==> src/rtl/uart_tx_pkg.sv <==
// Shared types and helpers for the UART transmitter.
package uart_tx_pkg;

    typedef enum logic [2:0] {
        StIdle,
        StStart,
        StData,
        StParity,
        StStop
    } tx_state_e;

    localparam logic PAR_EVEN = 1'b0;
    localparam logic PAR_ODD  = 1'b1;

    // Width of a counter that runs 0..n-1; never narrower than one bit.
    function automatic int unsigned cnt_width(input int unsigned n);
        return (n <= 2) ? 1 : $clog2(n);
    endfunction

endpackage

==> src/rtl/uart_tx_fifo.sv <==
// Synchronous FIFO with combinational read of the head entry.
module uart_tx_fifo #(
    parameter int unsigned WIDTH = 8,
    parameter int unsigned DEPTH = 4
) (
    input  logic                     clk_i,
    input  logic                     rst_i,
    input  logic                     push_i,
    input  logic [WIDTH-1:0]         wdata_i,
    input  logic                     pop_i,
    output logic [WIDTH-1:0]         rdata_o,
    output logic                     full_o,
    output logic                     empty_o,
    output logic [$clog2(DEPTH):0]   level_o
);

    localparam int unsigned PtrW = $clog2(DEPTH);
    localparam logic [PtrW:0] LevelFull = (PtrW + 1)'(DEPTH);

    logic [WIDTH-1:0] mem_q [DEPTH];
    logic [PtrW-1:0]  wr_ptr_q, wr_ptr_d;
    logic [PtrW-1:0]  rd_ptr_q, rd_ptr_d;
    logic [PtrW:0]    level_q, level_d;
    logic             do_push, do_pop;

    assign full_o  = (level_q == LevelFull);
    assign empty_o = (level_q == '0);
    assign level_o = level_q;
    assign rdata_o = mem_q[rd_ptr_q];

    // Guard against illegal pushes/pops so the level never leaves 0..DEPTH.
    assign do_push = push_i && !full_o;
    assign do_pop  = pop_i && !empty_o;

    // Pointer and occupancy next-state; pointers wrap naturally (DEPTH is a power of 2).
    always_comb begin
        wr_ptr_d = wr_ptr_q;
        rd_ptr_d = rd_ptr_q;
        level_d  = level_q;
        if (do_push) wr_ptr_d = wr_ptr_q + PtrW'(1);
        if (do_pop)  rd_ptr_d = rd_ptr_q + PtrW'(1);
        unique case ({do_push, do_pop})
            2'b10:   level_d = level_q + (PtrW + 1)'(1);
            2'b01:   level_d = level_q - (PtrW + 1)'(1);
            default: level_d = level_q;
        endcase
    end

    // Storage write; contents are left stale on reset, only pointers matter.
    always_ff @(posedge clk_i) begin
        if (do_push) mem_q[wr_ptr_q] <= wdata_i;
    end

    // Pointer and level registers.
    always_ff @(posedge clk_i) begin
        if (rst_i) begin
            wr_ptr_q <= '0;
            rd_ptr_q <= '0;
            level_q  <= '0;
        end else begin
            wr_ptr_q <= wr_ptr_d;
            rd_ptr_q <= rd_ptr_d;
            level_q  <= level_d;
        end
    end

endmodule

==> src/rtl/uart_tx_gen.sv <==
// UART transmitter: input FIFO, frame FSM, baud counter and LSB-first shifter.
module uart_tx_gen
    import uart_tx_pkg::*;
#(
    parameter int unsigned DATA_W       = 8,
    parameter int unsigned CLKS_PER_BIT = 16,
    parameter int unsigned FIFO_DEPTH   = 4
) (
    input  logic                          clk,
    input  logic                          reset,
    input  logic [DATA_W-1:0]             P_DATA,
    input  logic                          DATA_VALID,
    output logic                          DATA_READY,
    input  logic                          PAR_EN,
    input  logic                          PAR_TYP,
    input  logic                          STOP2,
    output logic                          TX_OUT,
    output logic                          Busy,
    output logic [$clog2(FIFO_DEPTH):0]   FIFO_LEVEL
);

    localparam int unsigned BaudW = cnt_width(CLKS_PER_BIT);
    localparam int unsigned BitW  = $clog2(DATA_W + 1);
    localparam logic [BaudW-1:0] BaudLast = BaudW'(CLKS_PER_BIT - 1);
    localparam logic [BitW-1:0]  BitLast  = BitW'(DATA_W - 1);

    tx_state_e         state_q, state_d;
    logic [BaudW-1:0]  baud_q, baud_d;
    logic [BitW-1:0]   bit_q, bit_d;
    logic [DATA_W-1:0] shift_q, shift_d;
    logic [DATA_W-1:0] word_q, word_d;
    logic              par_en_q, par_en_d;
    logic              par_typ_q, par_typ_d;
    logic              stop2_q, stop2_d;
    logic              tx_q, tx_d;
    logic              busy_q, busy_d;
    logic              fifo_empty_q;

    logic              fifo_push, fifo_pop, fifo_full, fifo_empty;
    logic [DATA_W-1:0] fifo_rdata;
    logic              bit_end, par_bit;

    assign fifo_push  = DATA_VALID && !fifo_full;
    assign DATA_READY = !fifo_full;
    assign TX_OUT     = tx_q;
    assign Busy       = busy_q;

    uart_tx_fifo #(
        .WIDTH (DATA_W),
        .DEPTH (FIFO_DEPTH)
    ) u_fifo (
        .clk_i   (clk),
        .rst_i   (reset),
        .push_i  (fifo_push),
        .wdata_i (P_DATA),
        .pop_i   (fifo_pop),
        .rdata_o (fifo_rdata),
        .full_o  (fifo_full),
        .empty_o (fifo_empty),
        .level_o (FIFO_LEVEL)
    );

    // Frame sequencing: baud/bit counting, shifting and the pop/latch of the next word.
    always_comb begin
        state_d   = state_q;
        baud_d    = baud_q;
        bit_d     = bit_q;
        shift_d   = shift_q;
        word_d    = word_q;
        par_en_d  = par_en_q;
        par_typ_d = par_typ_q;
        stop2_d   = stop2_q;
        fifo_pop  = 1'b0;
        bit_end   = (baud_q == BaudLast);

        if (state_q != StIdle) begin
            baud_d = bit_end ? '0 : baud_q + BaudW'(1);
        end

        unique case (state_q)
            // Idle acts on the FIFO status from the previous cycle, so a push
            // into an empty FIFO reaches the line two edges later.
            StIdle: fifo_pop = !fifo_empty_q && !fifo_empty;
            StStart: begin
                if (bit_end) state_d = StData;
            end
            StData: begin
                if (bit_end) begin
                    shift_d = shift_q >> 1;
                    if (bit_q == BitLast) begin
                        bit_d   = '0;
                        state_d = par_en_q ? StParity : StStop;
                    end else begin
                        bit_d = bit_q + BitW'(1);
                    end
                end
            end
            StParity: begin
                if (bit_end) state_d = StStop;
            end
            StStop: begin
                // bit_q doubles as the stop-bit index here.
                if (bit_end) begin
                    if (stop2_q && (bit_q == '0)) begin
                        bit_d = BitW'(1);
                    end else if (!fifo_empty) begin
                        fifo_pop = 1'b1;
                    end else begin
                        state_d = StIdle;
                        bit_d   = '0;
                    end
                end
            end
            default: state_d = StIdle;
        endcase

        // Popping always starts a new frame with the configuration frozen for its duration.
        if (fifo_pop) begin
            state_d   = StStart;
            baud_d    = '0;
            bit_d     = '0;
            shift_d   = fifo_rdata;
            word_d    = fifo_rdata;
            par_en_d  = PAR_EN;
            par_typ_d = PAR_TYP;
            stop2_d   = STOP2;
        end
    end

    // Line level and busy flag for the state being entered, so both are registered.
    always_comb begin
        par_bit = (par_typ_q == PAR_EVEN) ? ^word_q : ~^word_q;
        tx_d    = 1'b1;
        unique case (state_d)
            StIdle:   tx_d = 1'b1;
            StStart:  tx_d = 1'b0;
            StData:   tx_d = shift_d[0];
            StParity: tx_d = par_bit;
            StStop:   tx_d = 1'b1;
            default:  tx_d = 1'b1;
        endcase
        busy_d = (state_d != StIdle);
    end

    // State, counters, datapath and latched configuration.
    always_ff @(posedge clk) begin
        if (reset) begin
            state_q      <= StIdle;
            baud_q       <= '0;
            bit_q        <= '0;
            shift_q      <= '0;
            word_q       <= '0;
            par_en_q     <= 1'b0;
            par_typ_q    <= PAR_EVEN;
            stop2_q      <= 1'b0;
            tx_q         <= 1'b1;
            busy_q       <= 1'b0;
            fifo_empty_q <= 1'b1;
        end else begin
            state_q      <= state_d;
            baud_q       <= baud_d;
            bit_q        <= bit_d;
            shift_q      <= shift_d;
            word_q       <= word_d;
            par_en_q     <= par_en_d;
            par_typ_q    <= par_typ_d;
            stop2_q      <= stop2_d;
            tx_q         <= tx_d;
            busy_q       <= busy_d;
            fifo_empty_q <= fifo_empty;
        end
    end

endmodule

==> config.mk <==
export PLATFORM = sky130hd
export DESIGN_NAME = uart_tx_gen
export DESIGN_NICKNAME = d
export VERILOG_FILES = /design/src/rtl/uart_tx_pkg.sv /design/src/rtl/uart_tx_fifo.sv /design/src/rtl/uart_tx_gen.sv
export SDC_FILE = /design/constraint.sdc
export NUM_CORES = 1
export LEC_CHECK = 0
export CORE_ASPECT_RATIO = 0.6
export CORE_MARGIN = 4
export CORE_UTILIZATION = 60
export CTS_CLUSTER_SIZE = 10
export DETAILED_ROUTE_END_ITERATION = 8
export PLACE_DENSITY = 0.81
export SYNTH_ARGS = -nofsm -noshare
export SYNTH_HDL_FRONTEND = slang
export SYNTH_SLANG_ARGS = --single-unit
==> constraint.sdc <==
create_clock -name clk -period 7.3 [get_ports clk]
set_input_delay 0.73 -clock clk [delete_from_list [all_inputs] [get_ports clk]]
set_output_delay 0.73 -clock clk [all_outputs]
set_load 0.01 [all_outputs]
==> qor.csv <==
metric,value,unit
run_status,completed,
drv_slew,0,
n_antenna_cell,0,
worst_setup_path_start_kind,flip-flop,
worst_pin_slew,1.082,ns
fin_crit,3.293,ns
numCtsBuffers,9,
p_sw_share,28.70,%
die_y,63.72,um
fin_skew,0.008023,ns
seqPwrFrac,49.8,%
hold_path.class,reg2reg,
finalSetupViolations,0,
finalCritPeriodShare,45.11,%
critPathArrivalTime,3.55,ns
ir_drop,0.0001900,V
setup_slack,4.007,ns
crit_family,simple AND/OR/NAND/NOR gates,
grt_pass1_wl,9204,um
criticalPathCategory,reg2reg,
dieArea,6426,um^2
cts_tree,done,
grt_max_degree,32,
total_power,1.040,mW
cp_slowest_cell,o32ai_4,
start_util,64.96,%
overflow,0,
grt_usage,19.18,%
ys_ff_latch,74,
grt_pass1_vias,1890,
clkPwrFrac,29.1,%
drv_cap,0,
synthDistinctLibCells,48,
fin_setup_tns,0,ns
cts_buffer_depth,2,
multiInputGateArea,1212,um^2
root_buffer,clkbuf_8,
routed_via_density,5.640,
ioPinCount,20,
utilization,73.55,%
syn_area,3104,um^2
pre_cts_slack,4.062,ns
antenna_found_initial,0,
path_clk_slew,0.08,ns
num_vias,2008,
cts.hold.buffers_added,0,
synth-edff-count,32,
synth_common_cells,"dfxtp_1 (42), nand2_1 (41), edfxtp_1 (32)",
comb_power_share,21.0,%
p_per_area,295.9,nW/um^2
avgSynthCellArea,11.50,um^2
die_w,100.9,um
critPathBufInv,2,
final_nets,311,
synthArstFlopShare,0,%
synthCells,270,
place_congestion,0.7850,
io_buffers,19,
max_freq,303.7,MHz
p_leak,1.187,nW
wl,5523,um
yosys_most_used_dff,dfxtp_1,
htreeDepth,3,
hold_viol,0,
synth_most_common_cell,dfxtp_1,
cts_sinks,74,
core,4778,um^2
dp_hpwl,4027,um
slew_headroom,27.62,%
post_cts.repair.setup_buffers,0,
seq_area_frac_synth,58.04,%
fillers,325,
slowest_delay,0.39,ns
synth_nets,293,
cts_resized,0,
p_sw,0.2985,mW
crit_path_max_fanout,23,
drc,0,
area_growth,13.22,%
p_int,0.7414,mW
num_rows,19,
cp_common_cell,ha_1,
crit_path_end_kind,flip-flop,
dr.pass1.iters,4,
drive_gt1_share,11.26,%
cp_data_required_time,7.56,ns
ys_warn_count,0,
yosys.area.top_type,edfxtp_1,
synth_top_area_share,30.96,%
clock_latency,0.35,ns
crit_chain,ha_1 > nand3_1 > o32ai_4 > nand2_2 > inv_2 > ha_1 > inv_1 > fa_1 > xor2_1 > or3_1 > a21oi_1,
wl_per_cell,15.51,um
drt_iter0_markers,151,
ant_nets,0,
netlist_top_cells_area,"edfxtp_1 (31%), dfxtp_1 (27%), mux4_2 (5.8%), nand2_1 (5.0%), a21oi_1 (3.7%)",
regArea,1802,um^2
rsz0062_at_grt,false,
## flip-flops by register name (all words and copies together), names as in the netlist, 2 cells and up, named ones only
name and count:
baud_q 4, bit_q 4, shift_q 8, state_q 3, u_fifo.level_o 3, u_fifo.mem_q 32
u_fifo.rd_ptr_q 2, u_fifo.wr_ptr_q 2, word_q 8
## per-layer routing
layer / wire length [um] / vias up / track usage (%)
met5: 0 / - / 0
met4: 70 / 0 / 6.050
met3: 425 / 10 / 6.725
met2: 2307 / 57 / 26.64
met1: 2719 / 940 / 28.08
li1: - / 1001 / -
## path summary, 6_finish.rpt
kind	startpoint	end	slack, ns	depth (start not counted)
hold reg to reg	word_q[4]	word_q[4]	0.47	2
hold / removal	word_q[4]	word_q[4]	0.47	2
setup / recovery	baud_q[0]	u_fifo.level_o[2]	4.01	11
setup reg to reg	baud_q[0]	u_fifo.level_o[2]	4.01	11
## placed cells by master (no fill, tap or decap), types with 3 or more instances in the layout
cell type | synthesis | layout
or3_1 | 5 | 5
xnor2_1 | 9 | 9
ha_1 | 8 | 8
edfxtp_1 | 32 | 32
nand3_1 | 10 | 10
clkbuf_8 | 0 | 9
xor2_1 | 5 | 5
o21ai_0 | 4 | 4
a21oi_1 | 23 | 23
mux4_2 | 8 | 8
inv_1 | 9 | 9
a31oi_1 | 6 | 6
nand2_1 | 41 | 41
nor3_1 | 3 | 3
clkdlybuf4s50_1 | 0 | 19
dfxtp_1 | 42 | 42
nor2_1 | 16 | 16
and3_1 | 4 | 4
## final cells by class
type	count	area share [%]
inverters	10	1.068
flip-flops and latches	74	51.26
clock inverters	7	1.994
repair buffers	19	5.411
multi-input cells	174	34.50
well taps	63	2.243
clock buffers	9	3.524
## power by group through the flow
stage                     Sequential [mW]  Clock [mW]  Combinational (mW)
after floorplan                     0.514           0               0.166
after global placement              0.525           0               0.214
after detailed placement            0.528           0               0.219
after CTS                           0.519       0.307               0.220
after global routing                0.525       0.332               0.243
final                               0.518       0.303               0.219
## logic make-up (layout without fill, tap and decap cells)
kind of cell | Yosys count | count (layout) | share of synthesized area (%)
adder cells (fa/ha/maj) | 9 | 9 | 3.870
buffers and inverters | 22 | 45 | 2.902
flip-flops | 74 | 74 | 58.04
XOR/XNOR | 14 | 14 | 3.950
AO/OA/AOI/OAI | 43 | 43 | 8.868
AND/OR/NAND/NOR | 96 | 96 | 15.16
multiplexers | 12 | 12 | 7.215
## stage by stage
stage          area, um^2  hold WS [ns]  instances
2_1_floorplan        3104        0.4320        270
3_3_place_gp         3321        0.4588        340
5_1_grt              3515        0.4990        356
3_5_place_dp         3321        0.4631        340
6_report             3515        0.4710        356
4_1_cts              3515        0.4728        356
## worst register-to-register path, delay by kind of cell, from the launching register on
family	cells	cell delay [ns]
and+or+nand+nor	3	0.93
adders and majority gates	3	0.82
AOI/OAI and AO/OA	2	0.54
DFF	1	0.38
buffers and inverters	2	0.38
xor gates and xnor gates	1	0.15
No activity file was read; power rests on OpenSTA's default activity.
